File: config.mk
export PLATFORM = sky130hd
export DESIGN_NAME = delay_pipe_rsp_buf
export DESIGN_NICKNAME = d
export VERILOG_FILES = /design/src/rtl/delay_pipe_pkg.sv /design/src/rtl/delay_pipe_credit_cnt.sv /design/src/rtl/delay_pipe_rsp_buf.sv
export SDC_FILE = /design/constraint.sdc
export NUM_CORES = 1
export LEC_CHECK = 0
export CORE_AREA = 2 2 160 178
export DETAILED_ROUTE_END_ITERATION = 8
export DIE_AREA = 0 0 162 180
export GPL_TIMING_DRIVEN = 0
export PLACE_DENSITY = 0.64
export SKIP_CTS_REPAIR_TIMING = 1
export SLEW_MARGIN = 20
export SYNTH_ARGS = -nofsm -noshare
export SYNTH_HDL_FRONTEND = slang
export SYNTH_HIERARCHICAL = 1
export SYNTH_SLANG_ARGS = --single-unit
File: constraint.sdc
create_clock -name clk -period 8.8 [get_ports clk]
set_clock_uncertainty 0.15 [all_clocks]
set_input_delay 2.64 -clock clk [delete_from_list [all_inputs] [get_ports clk]]
set_output_delay 2.64 -clock clk [all_outputs]
set_load 0.005 [all_outputs]
File: src/rtl/delay_pipe_pkg.sv
// delay_pipe_pkg
//   Shared helpers for the delay-pipe response buffer.
//   cw(depth)             : width needed to hold a count of 0..depth
//   inc_and_clip(v,limit) : increment with wrap limit-1 -> 0. Works for
//                           non-power-of-two limits.
package delay_pipe_pkg;

   function automatic int cw(input int depth);
      return $clog2(depth + 1);
   endfunction

   function automatic int unsigned inc_and_clip(input int unsigned v,
                                                input int unsigned limit);
      return (v >= limit - 1) ? 0 : v + 1;
   endfunction

endpackage

File: src/rtl/delay_pipe_credit_cnt.sv
// delay_pipe_credit_cnt
//   Free-credit counter. Resets to DEPTH. One credit is taken per issue
//   and one is given back per downstream pop. Take and give together
//   cancel out.
// Ports
//   clk, rst  : clock, asynchronous active-high reset
//   take      : issue accepted this cycle
//   give      : item popped downstream this cycle
//   credit_r  : current free credits (registered)
//   avail     : credit_r != 0, a decode of the flop only
module delay_pipe_credit_cnt
   import delay_pipe_pkg::*;
#(
   parameter int DEPTH = 8,
   localparam int CW = cw(DEPTH)
) (
   input  logic          clk,
   input  logic          rst,
   input  logic          take,
   input  logic          give,
   output logic [CW-1:0] credit_r,
   output logic          avail
);

   logic [CW-1:0] credit_q;
   logic [CW-1:0] credit_d;

   always_comb begin
      credit_d = credit_q;
      if (take && !give) begin
         credit_d = credit_q - CW'(1);
      end else if (give && !take) begin
         credit_d = credit_q + CW'(1);
      end
   end

   always_ff @(posedge clk or posedge rst) begin
      if (rst) begin
         credit_q <= CW'(DEPTH);
      end else begin
         credit_q <= credit_d;
      end
   end

   assign credit_r = credit_q;
   assign avail    = (credit_q != '0);

endmodule

File: src/rtl/delay_pipe_rsp_buf.sv
// delay_pipe_rsp_buf
//   Consumer end of a fixed-latency N-cycle delay pipe. Every issue into
//   the pipe reserves a FIFO slot through a credit, so returning data
//   (pipe_vld, no ready) always finds room. Stored items drain downstream
//   under valid/ready backpressure.
// Handshake: a transfer happens on a clock edge where valid and ready are
//   both high. The issue side transfers on issue_vld & issue_rdy, and
//   issue_vld may only be raised while issue_rdy is high. The output side
//   transfers on out_vld & out_rdy. Once out_vld is high it stays high,
//   with out_dat stable, until that transfer happens.
// Ports
//   issue_vld/issue_rdy : launch into the delay pipe / credit available
//   pipe_vld/pipe_dat   : item returning from the delay pipe
//   out_vld/out_dat/out_rdy : FIFO head, downstream valid/ready
//   credit_r            : free credits
// Configuration macro
//   DELAY_PIPE_RSP_BYPASS_EN : when the FIFO is empty, a returning item is
//   presented on out_* in the same cycle. If out_rdy is also high, the
//   item is consumed without being written to the FIFO.
module delay_pipe_rsp_buf
   import delay_pipe_pkg::*;
#(
   parameter int N     = 5,
   parameter int W     = 32,
   parameter int DEPTH = 8,
   localparam int CW   = cw(DEPTH)
) (
   input  logic          clk,
   input  logic          rst,
   input  logic          issue_vld,
   output logic          issue_rdy,
   input  logic          pipe_vld,
   input  logic [W-1:0]  pipe_dat,
   output logic          out_vld,
   output logic [W-1:0]  out_dat,
   input  logic          out_rdy,
   output logic [CW-1:0] credit_r
);

   localparam int PW = (DEPTH > 1) ? $clog2(DEPTH) : 1;

   logic [W-1:0]  mem_q [DEPTH];
   logic [PW-1:0] wr_ptr_q, wr_ptr_d;
   logic [PW-1:0] rd_ptr_q, rd_ptr_d;
   logic [CW-1:0] occ_q, occ_d;
   logic [CW-1:0] inflight_q, inflight_d;

   logic fifo_vld, wr_en, rd_en, pop, accept, bypass_pop;

   assign fifo_vld = (occ_q != '0);
   assign accept   = issue_vld & issue_rdy;

`ifdef DELAY_PIPE_RSP_BYPASS_EN
   assign out_vld    = fifo_vld | pipe_vld;
   assign out_dat    = fifo_vld ? mem_q[rd_ptr_q] : pipe_dat;
   assign bypass_pop = !fifo_vld & pipe_vld & out_rdy;
`else
   assign out_vld    = fifo_vld;
   assign out_dat    = mem_q[rd_ptr_q];
   assign bypass_pop = 1'b0;
`endif

   assign pop   = out_vld & out_rdy;
   assign rd_en = fifo_vld & out_rdy;
   // A bypassed item is consumed directly and never occupies a slot.
   assign wr_en = pipe_vld & ~bypass_pop;

   delay_pipe_credit_cnt #(.DEPTH(DEPTH)) u_credit (
      .clk      (clk),
      .rst      (rst),
      .take     (accept),
      .give     (pop),
      .credit_r (credit_r),
      .avail    (issue_rdy)
   );

   always_comb begin
      wr_ptr_d   = wr_ptr_q;
      rd_ptr_d   = rd_ptr_q;
      occ_d      = occ_q;
      inflight_d = inflight_q;
      if (wr_en) wr_ptr_d = PW'(inc_and_clip(32'(wr_ptr_q), DEPTH));
      if (rd_en) rd_ptr_d = PW'(inc_and_clip(32'(rd_ptr_q), DEPTH));
      case ({wr_en, rd_en})
         2'b10:   occ_d = occ_q + CW'(1);
         2'b01:   occ_d = occ_q - CW'(1);
         default: occ_d = occ_q;
      endcase
      // Items launched but not yet returned; used only by the checks below.
      case ({accept, pipe_vld})
         2'b10:   inflight_d = inflight_q + CW'(1);
         2'b01:   inflight_d = inflight_q - CW'(1);
         default: inflight_d = inflight_q;
      endcase
   end

   always_ff @(posedge clk or posedge rst) begin
      if (rst) begin
         wr_ptr_q   <= '0;
         rd_ptr_q   <= '0;
         occ_q      <= '0;
         inflight_q <= '0;
      end else begin
         wr_ptr_q   <= wr_ptr_d;
         rd_ptr_q   <= rd_ptr_d;
         occ_q      <= occ_d;
         inflight_q <= inflight_d;
      end
   end

   // Storage is deliberately not reset.
   always_ff @(posedge clk) begin
      if (wr_en) mem_q[wr_ptr_q] <= pipe_dat;
   end

   a_issue_legal: assert property (@(posedge clk) disable iff (rst)
      issue_vld |-> issue_rdy);
   a_no_overflow: assert property (@(posedge clk) disable iff (rst)
      !(wr_en && occ_q == CW'(DEPTH)));
   a_credit_sum: assert property (@(posedge clk) disable iff (rst)
      (32'(credit_r) + 32'(occ_q) + 32'(inflight_q)) == DEPTH);
   a_inflight_max: assert property (@(posedge clk) disable iff (rst)
      32'(inflight_q) <= N);

endmodule

==> results of run 1 <==
-- worst paths after layout --
kind,start,to,slack (ns),depth (start not counted)
worst min register to register,u_credit/credit_r[3]$_DFFE_PP1P_,u_credit/credit_r[3]$_DFFE_PP1P_,0.39,1
max in group asynchronous,rst,rd_ptr_q[1]$_DFFE_PP0N_,5.88,2
worst max register to register,occ_q[1]$_DFFE_PP0P_,occ_q[3]$_DFFE_PP0P_,5.82,7
min in group asynchronous,rst,u_credit/credit_r[1]$_DFFE_PP0P_,2.18,2
worst max-delay path,rd_ptr_q[1]$_DFFE_PP0N_,out_dat[2],3.04,5
worst min-delay path,u_credit/credit_r[3]$_DFFE_PP1P_,u_credit/credit_r[3]$_DFFE_PP1P_,0.39,1
-- sequential cells by signal (all words and copies together), names as in the netlist --
| signal | count |
|---|---|
| wr_ptr_q | 3 |
| mem_q | 256 |
| rd_ptr_q | 3 |
| u_credit/credit_r | 4 |
| occ_q | 4 |
-- cells in the mapped netlist (2+ instances only) --
library cell	count	area, µm²
clkbuf_4	3	22.5
mux4_2	45	1010
or4_1	3	22.5
clkbuf_1	5	18.8
mux2_2	7	78.8
xor2_1	5	43.8
nor2_1	8	30.0
mux2_4	27	405
ha_1	10	125
nor3_1	3	15.0
buf_2	7	35.0
xnor2_1	3	26.3
nand2b_1	3	18.8
a21oi_1	4	20.0
edfxtp_1	256	7690
a21o_1	2	15.0
dfrtp_1	13	325
buf_12	4	80.1
mux4_1	19	499
nand3b_1	4	30.0
o21ai_0	2	10.0
inv_1	8	30.0
nand2_1	6	22.5
-- power groups by stage --
stage                     clock, mW  sequential, mW  combinational, mW
after floorplan                   0            1.66              0.859
after global placement            0            1.67               1.37
after detailed placement          0            1.67               1.44
after CTS                      1.25            1.65               1.45
after global routing           1.30            1.66               1.52
final                          1.22            1.65               1.41
-- layout make-up --
class / count / share of cell area (%)
Sequential cell: 270 / 60.7
Multi-Input combinational cell: 169 / 19.6
Timing Repair Buffer: 88 / 7.33
Clock buffer: 36 / 5.76
Tap cell: 363 / 3.43
Clock inverter: 16 / 1.64
Buffer: 21 / 1.30
Inverter: 8 / 0.227
-- through the flow --
step           std cells  area (µm²)  hold slack (ns)  total power, mW
4_1_cts              971       13200            0.392             4.34
3_5_place_dp         919       12300            0.380             3.11
2_1_floorplan        468       10800            0.350             2.52
3_3_place_gp         905       12000            0.370             3.04
5_1_grt              971       13200            0.421             4.48
6_report             971       13200            0.390             4.28
-- critical path: stages (launching register included) --
cell,delay (ns)
dfrtp_1,0.40
buf_2,0.28
clkbuf_1,0.58
mux4_2,0.40
mux2_2,0.32
clkdlybuf4s50_1,0.46
-- layer usage --
| metal | global-route usage, % | wire (µm) | vias to the layer above | share of wire, % |
|---|---|---|---|---|
| met5 | 0 | 0 | - | 0 |
| met4 | 3.22 | 364 | 0 | 1.8 |
| met3 | 2.38 | 845 | 31 | 4.1 |
| met2 | 25.4 | 10800 | 131 | 52 |
| met1 | 19.1 | 8760 | 2640 | 42 |
| li1 | - | - | 2216 | - |
-- logic make-up after synthesis --
kind of cell               Yosys count
DFF                                270
muxes                              100
and+or+nand+nor                     35
buffers and inverters               29
AOI/OAI and AO/OA                   16
adders and majority gates           10
xor gates and xnor gates             8
==> results.toml, run 1 <==
[cells_and_area]
layout.cells.most_common_list = "edfxtp_1 (256), clkdlybuf4s50_1 (74), mux4_2 (45), clkbuf_16 (29), mux2_4 (27)"
nNetsFinal = 633
fill_cells = 2228
syn_to_final_growth_pct = 22.8
multi_input_area_um2 = 2590
antenna_cells = 0
regArea_um2 = 8040
final_common_cell = "edfxtp_1"
utilization_pct = 48.3
final_layout_size_suffix_gt1_share_pct = 27.0

[power_and_ir_drop]
power_switching_mw = 1.13
pwr-share-clk_pct = 28.5
pwr-share-seq_pct = 38.5
p_int_mw = 3.15
switching_share_pct = 26.3
comb_power_share_pct = 33.0
vdd_drop_max_v = 0.000187
p_leak_nw = 4.43
powerDensity_nw_per_um2 = 323

[sta]
hold_viol = 0
fin_crit_sh_pct = 65.5
finalSetupViolations = 0
worstMarginPinSlew_ns = 0.922
max_freq_mhz = 174
slew_violations = 0
rsz0062_at_grt = "false"
fin_ws_ns = 3.04
fin_crit_ns = 5.76
relSlewSlack_pct = 38.5
tns_ns = 0

[clocking]
h-tree-depth = 1
cts_tree = "yes"
clk_pin_slew_worst_paths_ns = 0.06
numCtsBuffers = 28
cts-root-buf = "clkbuf_16"
worst_skew_pair.late_latency_ns = 0.52
clock_sinks = 270
clock_path_buffers = 3

[yosys]
yosysWarnings = 6
synthDistinctLibCells = 44
syn_inst = 468
synth_edf_count = 256
synth_adder_area_share_pct = 1.16
synth_compound_area_share_pct = 1.13
synthXorXnorAreaFrac_pct = 0.650
synth_ff_type = "edfxtp_1"
yosys.area_share.simple_pct = 1.87
syn_area_per_cell_um2 = 23.0
synth.yosys.seq_area_share_pct = 74.6
syn_nets = 515
syn_area_um2 = 10800
synth_seq_cells = 270
synth_mux_area_share_pct = 18.7
synth_async_sr_flop_share_pct = 5.19
synth_top_family_by_area = "multiplexers"

[global_route]
grt_pass1_vias = 5458
grt_pass1_wl_um = 32100
overflow = 0
grt_start_max_net_pins = 20
gr-usage-all-layers_pct = 14.5
antenna_found_initial = 0

[worst_setup_path]
required_ns = 6.01
path_max_fanout = 10
cp-end-kind = "primary output"
criticalPathCategory = "reg -> out"
cp.arrival_ns = 2.97
start_kind = "register"

[floorplan]
start_util_pct = 39.4
core-area_um2 = 27400
die_y_um = 180
rows = 64
dieArea_um2 = 29200
num_io_pins = 75
die_x_um = 162

[placement]
gp_congestion = 0.718
placement.io_buffers = 74
hpwl_um = 13500
place_ws_ns = 3.42

[route]
postRouteAntennaNets = 0
via_per_inst = 5.17
wl_per_cell_um = 21.4
drc = 0
drt_iter0_drc = 354
first_pass_iters = 4
routed_wl_um = 20800
vias = 5018

[worst_hold_path]
hp-class = "reg -> reg"

[status]
status = "finished clean"

[run]
drv_cap = 0
(Power assumes the default switching activity.)
==> inputs of run 2 (changes only) <==
--- a/config.mk
+++ b/config.mk
@@ -9,7 +9,7 @@
 export DETAILED_ROUTE_END_ITERATION = 8
 export DIE_AREA = 0 0 162 180
 export GPL_TIMING_DRIVEN = 0
-export PLACE_DENSITY = 0.64
+export PLACE_DENSITY = 0.66
 export SKIP_CTS_REPAIR_TIMING = 1
 export SLEW_MARGIN = 20
 export SYNTH_ARGS = -nofsm -noshare
==> constraint.sdc (replaced) <==
create_clock -name clk -period 5 [get_ports clk]
set_clock_uncertainty 0.15 [all_clocks]
set_input_delay 1.5 -clock clk [delete_from_list [all_inputs] [get_ports clk]]
set_output_delay 1.5 -clock clk [all_outputs]
set_load 0.005 [all_outputs]
==> run 2 against run 1 <==
Register-to-register slack worse by 3.8 ns; combinational power is 77% higher; final cell count stayed put; final area is 0.89% lower; wire length is 3.3% higher; clock power is 50% higher; setup slack worse by 2.7 ns; via count is 0.44% higher; die area stayed put; total power is 69% higher; critical path type unchanged; largest cell class unchanged; largest power group unchanged.
==> results.toml, run 2 (same netlist as run 1, synthesis figures left out) <==
[worst_hold_path]
hp-class = "reg -> reg"

[sta]
hold_viol = 0
rsz0062_at_grt = "false"
worstMarginPinSlew_ns = 0.931
max_freq_mhz = 216
relSlewSlack_pct = 38.0
fin_crit_ns = 4.62
slew_violations = 0
tns_ns = 0
finalSetupViolations = 0
fin_crit_sh_pct = 92.4

[status]
status = "finished clean"

[worst_setup_path]
ff2ff_path_depth = 8
r2r_setup_slack_ns = 2.03
cp.arrival_ns = 2.97
path_max_fanout = 10
start_kind = "register"
criticalPathCategory = "reg -> out"
critPathLaunch = "rd_ptr_q[1]$_DFFE_PP0N_"
r2r-start = "occ_q[1]$_DFFE_PP0P_"
endpoint = "out_dat[29]"
r2r-end = "occ_q[3]$_DFFE_PP0P_"
cp-end-kind = "primary output"
required_ns = 3.35

[placement]
dp_cells = 923
hpwl_um = 14200
placement.io_buffers = 74
gp_congestion = 0.695

[cells_and_area]
syn_to_final_growth_pct = 21.7
fin_cells = 971
final_common_cell = "edfxtp_1"
final_layout_size_suffix_gt1_share_pct = 26.0
nNetsFinal = 636
layout.cells.most_common_list = "edfxtp_1 (256), clkdlybuf4s50_1 (74), mux4_2 (45), mux2_4 (27), clkbuf_16 (27)"
largest_reg_flops = 256
regMostFlops = "mem_q"

[route]
wl_per_cell_um = 22.1
postRouteAntennaNets = 0
vias = 5040
routed_wl_um = 21500
wl_met2_um = 10900
drt_iter0_drc = 371
highest_layer = "met5"
drc = 0
first_pass_iters = 4
via_per_inst = 5.19
met1_length_um = 8950
wl_met3_um = 1230

[floorplan]
core-area_um2 = 27400
rows = 64
die_y_um = 180
num_io_pins = 75
die_x_um = 162
start_util_pct = 39.4
dieArea_um2 = 29200

[run]
drv_cap = 0

[global_route]
grt_pass1_vias = 5342
grt_start_max_net_pins = 18
antenna_found_initial = 2
grt_pass1_wl_um = 32200
gr-usage-all-layers_pct = 14.8
overflow = 0

[clocking]
clk_pin_slew_worst_paths_ns = 0.06
numCtsBuffers = 27
cts-root-buf = "clkbuf_16"
worst_skew_pair.late_latency_ns = 0.54
cts_tree = "yes"
clock_path_buffers = 3
h-tree-depth = 1
clock_sinks = 270

[power_and_ir_drop]
vdd_drop_max_v = 0.000282
p_leak_nw = 4.38
powerDensity_nw_per_um2 = 551
==> run 2: through the flow <==
step / cell area, µm² / power [mW] / utilization, % / hold WS, ns / setup WS (ns)
6_report: 13100 / 7.23 / 47.9 / 0.394 / 0.380
5_1_grt: 13100 / 7.57 / 47.9 / 0.406 / 0.190
4_1_cts: 13100 / 7.33 / 47.9 / 0.397 / 0.285
3_5_place_dp: 12300 / 5.50 / 45.0 / 0.388 / 0.872
3_3_place_gp: 12000 / 5.35 / 43.7 / 0.369 / -2.58
2_1_floorplan: 10800 / 4.43 / - / 0.350 / 0.576
==> run 2: routing by layer <==
layer	vias to the layer above	GRT usage [%]
li1	2217	-
met1	2649	19.7
met2	142	25.2
met3	30	2.84
met4	2	3.40
met5	-	0
==> run 2: worst min path at each step <==
| stage | start | to | depth (start not counted) |
|---|---|---|---|
| finish | u_credit/credit_r[3]$_DFFE_PP1P_ | u_credit/credit_r[3]$_DFFE_PP1P_ | 1 |
| floorplan | wr_ptr_q[0]$_DFFE_PP0P_ | wr_ptr_q[0]$_DFFE_PP0P_ | 2 |
| global placement | u_credit/credit_r[3]$_DFFE_PP1P_ | u_credit/credit_r[3]$_DFFE_PP1P_ | 1 |
| global route | u_credit/credit_r[3]$_DFFE_PP1P_ | u_credit/credit_r[3]$_DFFE_PP1P_ | 1 |
| CTS | u_credit/credit_r[3]$_DFFE_PP1P_ | u_credit/credit_r[3]$_DFFE_PP1P_ | 1 |
| detailed placement | u_credit/credit_r[3]$_DFFE_PP1P_ | u_credit/credit_r[3]$_DFFE_PP1P_ | 1 |
==> run 2: area by class of cell <==
| class | instances | area (µm²) |
|---|---|---|
| Fill cell | 2224 | 14300 |
| Inverter | 8 | 30.0 |
| Multi-Input combinational cell | 169 | 2590 |
| Tap cell | 363 | 454 |
| Antenna cell | 1 | 2.50 |
| Sequential cell | 270 | 8040 |
| Clock inverter | 14 | 93.8 |
| Buffer | 21 | 171 |
| Clock buffer | 33 | 698 |
| Timing Repair Buffer | 92 | 1040 |
==> run 2: power breakdown <==
group	switching, mW	internal [mW]	total, mW	leakage [nW]
logic	1.05	1.45	2.50	1.50
registers	0.122	2.78	2.90	2.49
clock network	0.796	1.04	1.83	0.388
==> run 2: worst max-delay path: stages, from the launching register on <==
cell	delay (ns)
dfrtp_1	0.40
buf_2	0.28
clkbuf_1	0.57
mux4_2	0.41
mux2_4	0.30
clkdlybuf4s50_1	0.46
==> variant 1 (flow settings as in run 2) <==
Register the output `credit_r`, with the module's reset; this adds one clock of latency there. The other outputs are not delayed to match. Comments in the files are not updated.
--- a/src/rtl/delay_pipe_rsp_buf.sv
+++ b/src/rtl/delay_pipe_rsp_buf.sv
@@ -39,6 +39,8 @@
 
    localparam int PW = (DEPTH > 1) ? $clog2(DEPTH) : 1;
 
+   logic [CW-1:0] credit_r_d;
+
    logic [W-1:0]  mem_q [DEPTH];
    logic [PW-1:0] wr_ptr_q, wr_ptr_d;
    logic [PW-1:0] rd_ptr_q, rd_ptr_d;
@@ -70,7 +72,7 @@
       .rst      (rst),
       .take     (accept),
       .give     (pop),
-      .credit_r (credit_r),
+      .credit_r (credit_r_d),
       .avail    (issue_rdy)
    );
 
@@ -118,9 +120,17 @@
    a_no_overflow: assert property (@(posedge clk) disable iff (rst)
       !(wr_en && occ_q == CW'(DEPTH)));
    a_credit_sum: assert property (@(posedge clk) disable iff (rst)
-      (32'(credit_r) + 32'(occ_q) + 32'(inflight_q)) == DEPTH);
+      (32'(credit_r_d) + 32'(occ_q) + 32'(inflight_q)) == DEPTH);
    a_inflight_max: assert property (@(posedge clk) disable iff (rst)
       32'(inflight_q) <= N);
 
+   always_ff @(posedge clk or posedge rst) begin
+      if (rst) begin
+         credit_r <= '0;
+      end else begin
+         credit_r <= credit_r_d;
+      end
+   end
+
 endmodule
 
Behaviour: not the same (a bounded check fails within 4 cycles, from zero or initial values and one cycle with rst high).
==> variant 1 against run 2 <==
Power is 4.0% higher; sequential cell count is 4 higher; synthesized area is 0.39% higher; routed wire length is 0.63% lower; cell area is 1.4% higher; setup slack worse by 0.036 ns; clock power is 14% higher; core utilization is 0.68 points higher; die area stayed put; critical endpoint is now out_dat[16]; largest cell class unchanged.
==> variant 1: results (changes against run 2) <==
| Metric | Value |
|---|---|
| GRT Overall Usage | 14.86% (was 14.77%) |
| Hold Path Cell Cnt | 0 (was 1) |
| Final nets | 633 (was 636) |
| Syn Inst Count | 465 (was 468) |
| Power Clock | 2090 uW (was 1830 uW) |
| WL final | 21330 um (was 21460 um) |
| Num CTS Buffers | 26 (was 27) |
| Crit path DAT | 3.01 ns (was 2.97 ns) |
| Syn Nets | 512 (was 515) |
| Vias in the first global route | 5442 (was 5342) |
| Lkg Pwr | 0.004480 uW (was 0.004379 uW) |
| Grt met2 use | 26.91% (was 25.17%) |
| First-pass GRT wire length | 32530 um (was 32170 um) |
| Critical-path maximum fanout | 10 (unchanged) |
| Top Layer Used | met4 (was met5) |
| Netlist cell types | 38 (was 44) |
| Reg clk slew, reported paths | 0.06 ns (about the same) |
| Initial antenna violation count | 0 (was 2) |
| Largest net degree at the start of global routing | 21 (was 18) |
| CP peak stage delay | 0.65 ns (was 0.57 ns) |
| Outcome | finished clean (unchanged) |
| R2R Path End | u_credit/credit_r[2]$_DFFE_PP0P_ (was occ_q[3]$_DFFE_PP0P_) |
| GR Util met3 | 2.653% (was 2.838%) |
| Port Buf Inserts | 74 (unchanged) |
| Clock tree buffer depth | 3 (unchanged) |
| Max FFs per register | 256 (unchanged) |
| Synth cell count leaders | edfxtp_1 (256), mux4_2 (45), mux2_4 (27) (unchanged) |
| N_diodes | 0 (was 1) |
| Synth area leaders | edfxtp_1 (71%), mux4_2 (9.4%), mux4_1 (4.6%) (unchanged) |
| Avg Vias per Cell | 5.116 (was 5.191) |
| Metal2 WL | 11340 um (was 10900 um) |
| Metal3 WL | 1038 um (was 1233 um) |
| Comb pwr share | 33.0% (was 34.6%) |
| Worst hold path class | flop to flop (unchanged) |
| YS warnings | 6 (unchanged) |
| Crit path to | out_dat[16] (was out_dat[29]) |
| Headroom to the max-slew limit | 29.16% (was 37.97%) |
| R2R cell count | 11 (was 8) |
| GR Layer Usage met1 | 18.65% (was 19.73%) |
| Hold Path Origin | u_credit/credit_r[3]$_DFFE_PP1P_ (unchanged) |
| Wl on met1 | 8634 um (was 8954 um) |
| Post-DR wirelength/cell | 22.01 um (was 22.10 um) |
| Worst vdd ir | 457.9 uV (was 282.3 uV) |
| Clk_lat worst skew | 0.52 ns (was 0.54 ns) |
| Final ANT Viol Nets | 0 (unchanged) |
| Worst-case hold path end point | credit_r[3]$_DFF_PP0_ (was u_credit/credit_r[3]$_DFFE_PP1P_) |
| Final Wtd Congestion | 0.6888 (was 0.6952) |
| Switch Pwr | 1958 uW (was 1966 uW) |
| Post-synth EDFFs | 256 (unchanged) |
| DR iter-0 viols | 281 (was 371) |
| Share of cells above drive strength 1 | 26.57% (was 26.03%) |
| Reg2reg start | occ_q[1]$_DFFE_PP0P_ (unchanged) |
| Register area share after synthesis | 75.23% (was 74.60%) |
| Hpwl dp | 14030 um (was 14180 um) |
| Fillcell total | 2217 (was 2224) |
| Placed Cells | 921 (was 923) |
| Reg-to-reg slack, setup | 2.11 ns (was 2.03 ns) |
| Post-synth ARST share | 6.569% (was 5.185%) |
## variant 1: cell types whose count changed after synthesis, sizes merged, moves of 2 or more
cell,delta
buf,-4
dfrtp,+4
xor2,+3
clkbuf,+2
inv,-2
nor4bb,+2
o41ai,-2
## variant 1: cells by family (layout without fill, tap and decap cells)
| logic type | after synthesis | in the layout | synth area share (%) |
|---|---|---|---|
| flip-flops | 274 | 274 | 75.23 |
| multiplexers | 100 | 100 | 18.65 |
| AND/OR/NAND/NOR | 34 | 34 | 1.781 |
| buffers and inverters | 25 | 166 | 1.688 |
| AO/OA/AOI/OAI | 12 | 12 | 0.6823 |
| adder cells (fa/ha/maj) | 10 | 10 | 1.156 |
| XOR/XNOR | 10 | 10 | 0.8096 |
## variant 1: critical path: cells and delay by family, from the launching register on
kind,cells,cell delay (ns)
DFF,1,0.40
buffers and inverters,3,1.39
muxes,2,0.69
## variant 1: area by class of cell
| class | instances | area share, % |
|---|---|---|
| Inverter | 6 | 0.1693 |
| Timing Repair Buffer | 93 | 7.883 |
| Clock inverter | 17 | 1.759 |
| Sequential cell | 274 | 61.19 |
| Multi-Input combinational cell | 166 | 19.19 |
| Buffer | 19 | 1.204 |
| Clock buffer | 31 | 5.192 |
| Tap cell | 363 | 3.415 |
## variant 1: per-stage QoR
step / instance area [sq um] / setup WS, ns / TNS (ns) / hold WS [ns] / power, uW
6_report: 13300 / 0.3446 / 0 / 0.2657 / 7526
4_1_cts: 13300 / 0.2802 / 0 / 0.2692 / 7633
2_1_floorplan: 10820 / 0.5759 / 0 / 0.2497 / 4463
5_1_grt: 13300 / 0.2160 / 0 / 0.2750 / 7867
3_3_place_gp: 12010 / -2.491 / -268.33 / 0.2597 / 5380
3_5_place_dp: 12380 / 0.8396 / 0 / 0.2576 / 5537
==> variant 2 (config.mk and constraints of run 2) <==
Without the edit above. Build with the macro `DELAY_PIPE_RSP_BYPASS_EN` defined.
--- a/src/rtl/delay_pipe_rsp_buf.sv
+++ b/src/rtl/delay_pipe_rsp_buf.sv
@@ -17,6 +17,8 @@
 //   DELAY_PIPE_RSP_BYPASS_EN : when the FIFO is empty, a returning item is
 //   presented on out_* in the same cycle. If out_rdy is also high, the
 //   item is consumed without being written to the FIFO.
+`define DELAY_PIPE_RSP_BYPASS_EN
+
 module delay_pipe_rsp_buf
    import delay_pipe_pkg::*;
 #(
Check against the original RTL: not equivalent (Yosys sat finds a counterexample within 4 cycles, from zero or initial values and one cycle with rst high).
==> variant 2 against run 2 <==
Setup slack worse by 0.15 ns; first-iteration DRC count rose by 24%; synthesized cell count up 39%; highest routed layer is now met4; routed wire length up 13%; power rose by 5.8%; final cell count increased by 19%; largest cell class unchanged; register-to-register slack gained 0.07 ns; sequential cell count unchanged; global-route usage up 1.7 points; clock power rose by 4%; critical endpoint is now out_dat[25]; cell area is 2.0% higher; synthesized area increased by 2.4%.
==> variant 2: results (changes against run 2) <==
| Metric | Value |
|---|---|
| Outcome | finished clean (unchanged) |
| Register area share after synthesis | 72.86% (was 74.60%) |
| Post-synth ARST share | 5.185% (unchanged) |
| Headroom to the max-slew limit | 45.11% (was 37.97%) |
| Placed Area | 12540 sq um (was 12320 sq um) |
| Worst vdd ir | 278.6 uV (was 282.3 uV) |
| Share of cells above drive strength 1 | 20.93% (was 26.03%) |
| Syn Nets | 697 (was 515) |
| Placed Cells | 1109 (was 923) |
| Lkg Pwr | 0.004540 uW (was 0.004379 uW) |
| Root buf cell | clkbuf_16 (unchanged) |
| Hpwl dp | 16040 um (was 14180 um) |
| Vias in the first global route | 6185 (was 5342) |
| Synth cell count leaders | edfxtp_1 (256), mux2_2 (66), mux2i_1 (64) (was edfxtp_1 (256), mux4_2 (45), mux2_4 (27)) |
| Num CTS Buffers | 27 (unchanged) |
| Reg-to-reg slack, setup | 2.10 ns (was 2.03 ns) |
| Fillcell total | 2334 (was 2224) |
| Initial antenna violation count | 1 (was 2) |
| Netlist cell types | 41 (was 44) |
| Crit path DAT | 3.12 ns (was 2.97 ns) |
| Syn Inst Count | 650 (was 468) |
| Non-Filler Instances | 1157 (was 971) |
| Synth area leaders | edfxtp_1 (70%), mux2_2 (6.7%), mux2i_1 (5.8%) (was edfxtp_1 (71%), mux4_2 (9.4%), mux4_1 (4.6%)) |
| GRT Overall Usage | 16.43% (was 14.77%) |
| Most flops, register | mem_q (unchanged) |
| Synth-to-Final Area Change | 21.26% (was 21.71%) |
| DR vias | 6134 (was 5040) |
| First-pass GRT wire length | 36380 um (was 32170 um) |
| Largest net degree at the start of global routing | 20 (was 18) |
| WL final | 24200 um (was 21460 um) |
| Final nets | 822 (was 636) |
| Reg clk slew, reported paths | 0.06 ns (about the same) |
| Total iterations of the first detailed-routing run | 5 (was 4) |
| DR iter-0 viols | 460 (was 371) |
| Final Wtd Congestion | 0.7435 (was 0.6952) |
-- variant 2: logic make-up after synthesis --
| group | Yosys count | share of synthesized area, % |
|---|---|---|
| buffers and inverters | 44 | 2.257 |
| AND/OR/NAND/NOR | 74 | 3.266 |
| XOR/XNOR | 10 | 0.7939 |
| flip-flops | 270 | 72.86 |
| adder cells (fa/ha/maj) | 10 | 1.134 |
| multiplexers | 130 | 12.54 |
| AO/OA/AOI/OAI | 112 | 7.145 |
-- variant 2: through the flow --
step | setup WS [ns] | hold WS, ns
finish | 0.2305 | 0.3613
global route | 0.01951 | 0.3711
CTS | 0.005373 | 0.3566
detailed placement | 0.3156 | 0.3479
global placement | -2.184 | 0.3364
floorplan | 0.3798 | 0.3196
-- variant 2: critical path, cell delays in order (launching register included) --
cell             delay [ns]
dfrtp_1                0.44
nand2_1                0.24
clkbuf_1               0.56
o22ai_1                0.16
a221o_1                0.31
o21ai_0                0.29
clkdlybuf4s50_1        0.59
-- variant 2: worst paths after layout --
check / start / end / cells past startpoint
min: occ_q[3]$_DFFE_PP0P_ / occ_q[3]$_DFFE_PP0P_ / 1
min reg2reg: occ_q[3]$_DFFE_PP0P_ / occ_q[3]$_DFFE_PP0P_ / 1
max: rd_ptr_q[2]$_DFFE_PP0P_ / out_dat[25] / 6
max reg2reg: occ_q[1]$_DFFE_PP0P_ / u_credit/credit_r[2]$_DFFE_PP0P_ / 13
max in group asynchronous: rst / rd_ptr_q[0]$_DFFE_PP0P_ / 2
min in group asynchronous: rst / u_credit/credit_r[1]$_DFFE_PP0P_ / 2
-- variant 2: area by class of cell --
class,count,area share (%)
Clock buffer,34,5.471
Sequential cell,270,60.09
Timing Repair Buffer,96,7.416
Multi-Input combinational cell,336,20.95
Antenna cell,1,0.01870
Inverter,7,0.1964
Clock inverter,13,0.7482
Tap cell,363,3.395
Buffer,37,1.721
-- variant 2: layer usage --
metal | wire [um] | up-vias | global-route usage, %
met4 | 479 | 0 | 4.637
met3 | 1300 | 42 | 2.723
met5 | 0 | - | 0
met1 | 10320 | 3066 | 21.91
li1 | - | 2838 | -
met2 | 12100 | 188 | 27.81
-- variant 2: where the power goes --
| part | switching, uW | internal (uW) |
|---|---|---|
| Sequential | 141 | 2820 |
| Clock | 811 | 1080 |
| Combinational | 1430 | 1370 |
